`config.mk`:
```
export PLATFORM = sky130hd
export DESIGN_NAME = ppi_bus_master
export DESIGN_NICKNAME = d
export VERILOG_FILES = /design/src/rtl/ppi_pkg.sv /design/src/rtl/ppi_phase_counter.sv /design/src/rtl/ppi_bus_master.sv
export SDC_FILE = /design/constraint.sdc
export NUM_CORES = 1
export LEC_CHECK = 0
export CAP_MARGIN = 20
export CORE_UTILIZATION = 65
export DETAILED_ROUTE_END_ITERATION = 10
export DONT_BUFFER_PORTS = 1
export GPL_TIMING_DRIVEN = 0
export HOLD_SLACK_MARGIN = 0.06
export PLACE_DENSITY = 0.86
export SYNTH_ARGS = -nofsm -noshare
export SYNTH_HDL_FRONTEND = slang
export SYNTH_SLANG_ARGS = --single-unit
```
`constraint.sdc`:
```
create_clock -name CLK -period 3.35 [get_ports CLK]
set_input_delay 0.5025 -clock CLK [delete_from_list [all_inputs] [get_ports CLK]]
set_output_delay 0.5025 -clock CLK [all_outputs]
set_load 0.02 [all_outputs]
```
`src/rtl/ppi_pkg.sv`:
```
// Shared types and constants for the 8255 PPI host-side bus sequencer.
package ppi_pkg;

    // Bus-cycle phases of one PPI access
    typedef enum logic [2:0] {
        IDLE,
        SETUP,
        STROBE,
        HOLD,
        RECOVER
    } state_t;

    // PPI register select values
    localparam logic [1:0] PORT_A = 2'd0;
    localparam logic [1:0] PORT_B = 2'd1;
    localparam logic [1:0] PORT_C = 2'd2;
    localparam logic [1:0] CTRL   = 2'd3;

    // Mode 0 control word with every port an input
    localparam logic [7:0] CW_ALL_INPUT = 8'h9B;

    // Control-word bit that selects mode set (1) versus bit set/reset (0)
    localparam int BSR_BIT = 7;

    // Phase counter width; holds up to 15 cycles per phase
    localparam int CNT_W = 4;

    // A phase of N cycles loads N-1 and advances once the count reaches zero
    function automatic logic [CNT_W-1:0] phase_load(input int unsigned cycles);
        return CNT_W'(cycles - 1);
    endfunction

endpackage

```
`src/rtl/ppi_phase_counter.sv`:
```
// Down-counter that times each bus phase; zero marks the phase's last cycle.
module ppi_phase_counter
    import ppi_pkg::*;
(
    input  logic             clk,
    input  logic             rst,
    input  logic             load,
    input  logic [CNT_W-1:0] load_value,
    input  logic             dec,
    output logic             zero
);

    logic [CNT_W-1:0] count_reg;

    // Reload on phase entry, otherwise count down and park at zero
    always_ff @(posedge clk or posedge rst) begin
        if (rst) begin
            count_reg <= '0;
        end else if (load) begin
            count_reg <= load_value;
        end else if (dec && (count_reg != '0)) begin
            count_reg <= count_reg - CNT_W'(1);
        end
    end

    assign zero = (count_reg == '0);

endmodule

```
`src/rtl/ppi_bus_master.sv`:
```
// Host request/ready handshake to timed 8255 bus cycles. Every PPI_* output
// is a flop loaded from the next state, so the bus pins never glitch.
module ppi_bus_master
    import ppi_pkg::*;
#(
    parameter int unsigned SETUP_CYC   = 1,
    parameter int unsigned STROBE_CYC  = 2,
    parameter int unsigned HOLD_CYC    = 1,
    parameter int unsigned RECOVER_CYC = 2
) (
    input  logic       CLK,
    input  logic       RESET,
    input  logic       REQ,
    input  logic       WE,
    input  logic [1:0] ADDR,
    input  logic [7:0] WDATA,
    output logic       READY,
    output logic       ACK,
    output logic [7:0] RDATA,
    output logic [1:0] PPI_A,
    output logic       PPI_CS_N,
    output logic       PPI_RD_N,
    output logic       PPI_WR_N,
    output logic [7:0] PPI_DATA_OUT,
    output logic       PPI_DATA_OE,
    input  logic [7:0] PPI_DATA_IN
);

    if ((SETUP_CYC < 1) || (SETUP_CYC > 15) || (STROBE_CYC < 1) || (STROBE_CYC > 15) ||
        (HOLD_CYC < 1) || (HOLD_CYC > 15) || (RECOVER_CYC < 1) || (RECOVER_CYC > 15)) begin : g_bad_timing
        $error("ppi_bus_master: every phase length must be within 1..15 cycles");
    end

    state_t           state_reg;
    state_t           state_next;
    logic             we_reg;
    logic             accept;
    logic             we_cur;
    logic             cs_active_next;
    logic             strobe_done;
    logic             phase_load_en;
    logic [CNT_W-1:0] phase_load_value;
    logic             phase_zero;

    ppi_phase_counter u_phase_counter (
        .clk        (CLK),
        .rst        (RESET),
        .load       (phase_load_en),
        .load_value (phase_load_value),
        .dec        (!phase_load_en),
        .zero       (phase_zero)
    );

    // Phase sequencing; a request still held when RECOVER ends is taken on the
    // very edge that would re-enter IDLE, so back-to-back accesses add no bubble
    always_comb begin
        state_next = state_reg;
        accept     = 1'b0;
        case (state_reg)
            IDLE: begin
                if (REQ) begin
                    state_next = SETUP;
                    accept     = 1'b1;
                end
            end
            SETUP:   if (phase_zero) state_next = STROBE;
            STROBE:  if (phase_zero) state_next = HOLD;
            HOLD:    if (phase_zero) state_next = RECOVER;
            RECOVER: begin
                if (phase_zero) begin
                    if (REQ) begin
                        state_next = SETUP;
                        accept     = 1'b1;
                    end else begin
                        state_next = IDLE;
                    end
                end
            end
            default: state_next = IDLE;
        endcase
    end

    // Counter reload value for the phase being entered
    always_comb begin
        phase_load_en    = (state_next != state_reg);
        phase_load_value = '0;
        case (state_next)
            SETUP:   phase_load_value = phase_load(SETUP_CYC);
            STROBE:  phase_load_value = phase_load(STROBE_CYC);
            HOLD:    phase_load_value = phase_load(HOLD_CYC);
            RECOVER: phase_load_value = phase_load(RECOVER_CYC);
            default: phase_load_value = '0;
        endcase
    end

    // Direction of the access that the next state belongs to
    assign we_cur         = accept ? WE : we_reg;
    assign cs_active_next = (state_next == SETUP) || (state_next == STROBE) || (state_next == HOLD);
    assign strobe_done    = (state_reg == STROBE) && phase_zero;
    assign READY          = (state_reg == IDLE);

    // State register
    always_ff @(posedge CLK or posedge RESET) begin
        if (RESET) begin
            state_reg <= IDLE;
        end else begin
            state_reg <= state_next;
        end
    end

    // Access latches, registered bus pins, read capture and acknowledge
    always_ff @(posedge CLK or posedge RESET) begin
        if (RESET) begin
            we_reg       <= 1'b0;
            PPI_A        <= 2'd0;
            PPI_DATA_OUT <= 8'd0;
            PPI_CS_N     <= 1'b1;
            PPI_RD_N     <= 1'b1;
            PPI_WR_N     <= 1'b1;
            PPI_DATA_OE  <= 1'b0;
            RDATA        <= 8'd0;
            ACK          <= 1'b0;
        end else begin
            if (accept) begin
                we_reg <= WE;
                PPI_A  <= ADDR;
                if (WE) begin
                    PPI_DATA_OUT <= WDATA;
                end
            end
            PPI_CS_N    <= !cs_active_next;
            PPI_RD_N    <= !((state_next == STROBE) && !we_cur);
            PPI_WR_N    <= !((state_next == STROBE) && we_cur);
            PPI_DATA_OE <= cs_active_next && we_cur;
            ACK         <= strobe_done;
            if (strobe_done && !we_reg) begin
                RDATA <= PPI_DATA_IN;
            end
        end
    end

endmodule
```
==> impl_metrics.yaml <==
layout:
  drive_gt1_share_pct: 30.6
  nets: 147
  antennaDiodeCount: 0
  areaGrowthSynthToFinish_pct: 8.30
logic_synthesis:
  syn_area_sq_um: 1420
  synth_top_area_cell: "dfrtp_1"
  syn_area_per_cell_sq_um: 12.2
  ys_seq_elements: 31
  syn_nets: 139
  yosys_warnings: 0
  yosysTopAreaCellShare_pct: 49.5
  synth_cell_types: 35
  seq_area_frac_synth_pct: 55.0
  synthTopCellsByArea: "dfrtp_1 49%, mux2_4 8.5%, mux2_2 8.0%"
  netlist_instances: 116
clocking:
  root_buffer: "clkbuf_4"
  clk_latency_ps: 330
  post_cts_resized: 0
  htreeDepth: 2
  cts_buffer_depth: 2
  clk_pin_slew_ps: 90
  cts_tree: "yes"
  cts_setup_buffers: 0
  cts_made_buffers: 5
  cts_hold_buf: 0
  cts_num_sinks: 31
setup_path:
  cpLargestDelayFamily: "simple AND/OR/NAND/NOR gates"
  slowest_delay_ps: 440
  required_ps: 3560
  critical_path_buf_inv_count: 1
  start_kind: "flop"
  crit_type: "flop to flop"
  crit_chain: "inv_1, ha_1, nor3b_4, nand3_2, nor3_4, mux2_2"
  crit_fanout: 10
  crit_path_end_kind: "flop"
  slowest_stage: "dfrtp_1"
  cp_data_arrival_time_ps: 2460
detailed_routing:
  drt_wl_total_um: 2700
  wl_per_cell_um: 17.9
  drt_iter0_markers: 28
  route.detailed.drc: 0
  dr.pass1.iters: 4
  ant_nets: 0
  vias_per_cell: 6.35
  vias: 959
global_route:
  grt_pass1_vias: 999
  grt_pass1_wl_um: 4490
  overflow: 0
  grt_start_max_net_pins: 32
  antenna_found_initial: 0
  grt_usage_pct: 26.2
timing:
  fin_hold_ws_ps: 57.1
  rsz0062_at_grt: "false"
  worst_slew_margin_rel_pct: 47.4
  fmax_mhz: 446
  drv_slew: 0
  tns_ps: 0
  period_share_pct: 67.0
  setup_viol: 0
  finalCriticalPeriod_ps: 2240
  hold_violations: 0
  clock_skew_ps: 6.77
  worst_slew_pin_slew_ps: 782
power_and_ir_drop:
  p_leak_nw: 0.683
  p_per_area_nw_per_um2: 1050
  max-vdd-ir-drop_v: 0.000630
place:
  port_buffers: 0
  gp_congestion: 0.823
  place_hpwl_um: 1920
die:
  core.rowCount: 16
  die_x_um: 48.7
  initial_core_util_pct: 70.7
  core_area_sq_um: 2000
  ioPinCount: 46
  die-area_sq_um: 2370
  fp.dieH_um: 48.7
worst_hold_path:
  hp-class: "input port to asynchronous set/reset pin"
run_status:
  status: "finished clean"
run:
  maxCapViolCount: 0
-- worst paths after layout --
kind | endpoint | cells after the start | from | slack [ps]
min reg2reg | we_reg$_DFF_PP0_ | 1 | we_reg$_DFF_PP0_ | 620
max in group asynchronous | PPI_RD_N$_DFF_PP1_ | 2 | RESET | 2760
min in group CLK | u_phase_counter.count_reg[2]$_DFFE_PP0P_ | 1 | REQ | 250
max | RDATA[3]$_DFFE_PP0P_ | 6 | u_phase_counter.count_reg[0]$_DFFE_PP0P_ | 1110
min | RDATA[2]$_DFFE_PP0P_ | 1 | RESET | 60
max reg2reg | RDATA[3]$_DFFE_PP0P_ | 6 | u_phase_counter.count_reg[0]$_DFFE_PP0P_ | 1110
-- cells by family after synthesis --
logic type / share of synthesized area, %
AOI/OAI and AO/OA: 6.45
adders and majority gates: 0.883
buffers and inverters: 3.36
muxes: 17.1
DFF: 55.0
and+or+nand+nor: 17.1
-- per-stage QoR --
step	worst slack, ps	instances	total power, mW	util [%]	area (sq um)
finish	1110	151	1.61	76.6	1530
global route	987	151	1.72	76.6	1530
CTS	1120	150	1.61	75.3	1510
detailed placement	1120	143	1.39	72.4	1450
global placement	1240	143	1.35	72.4	1450
floorplan	1390	116	1.27	-	1420
-- area by class of cell --
cell class                      count  area (sq um)
Tap cell                           27          33.8
Sequential cell                    31           779
Multi-Input combinational cell     75           589
Timing Repair Buffer                1          27.5
Fill cell                         130           468
Clock buffer                        6          51.3
Clock inverter                      1          5.00
Inverter                            5          18.8
Buffer                              5          28.8
-- metal layers --
layer  wire (um)  part of all wire, %  vias up  track usage (%)
li1            -                    -      427                -
met1        1030                   38      464             31.8
met2        1410                   52       62             41.0
met3         208                  7.7        6             8.81
met4          55                  2.0        0             14.7
met5           0                    0        -                0
-- synthesized netlist by cell type --
master     n
nand2b_1   3
or3_1      3
nor2_1     6
o211ai_1   1
nand3_2    1
mux2i_1    1
nor3_4     1
buf_2      1
nor3_1     3
mux2_2    10
clkbuf_2   1
nand4_1    2
and2_0     1
o21ai_0    6
nand2_2    1
dfrtp_1   28
buf_6      1
or3b_1     1
a31oi_1    2
dfstp_2    3
nand3_1    3
nor4_1     2
inv_1      5
and3_1     2
a21oi_1    5
or3_2      1
o31ai_1    1
a21o_2     1
nand3b_1   2
mux2_4     8
ha_1       1
clkbuf_1   2
or4_1      1
nor3b_4    1
nand2_1    5
-- cells in the final DEF, fill, tap and decap left out, drive strengths merged, types with 4 or more instances in the layout --
master	Yosys	layout
dfrtp	28	28
mux2	18	18
clkbuf	3	9
nor2	6	6
o21ai	6	6
nand2	6	6
inv	5	5
a21oi	5	5
nor3	4	4
nand3	4	4
or3	4	4
-- power by group --
| part | switching, mW | internal [mW] | leakage (nW) |
|---|---|---|---|
| combinational | 0.281 | 0.276 | 0.269 |
| sequential | 0.289 | 0.555 | 0.380 |
| clock | 0.117 | 0.0970 | 0.0341 |
(Power assumes the default switching activity.)
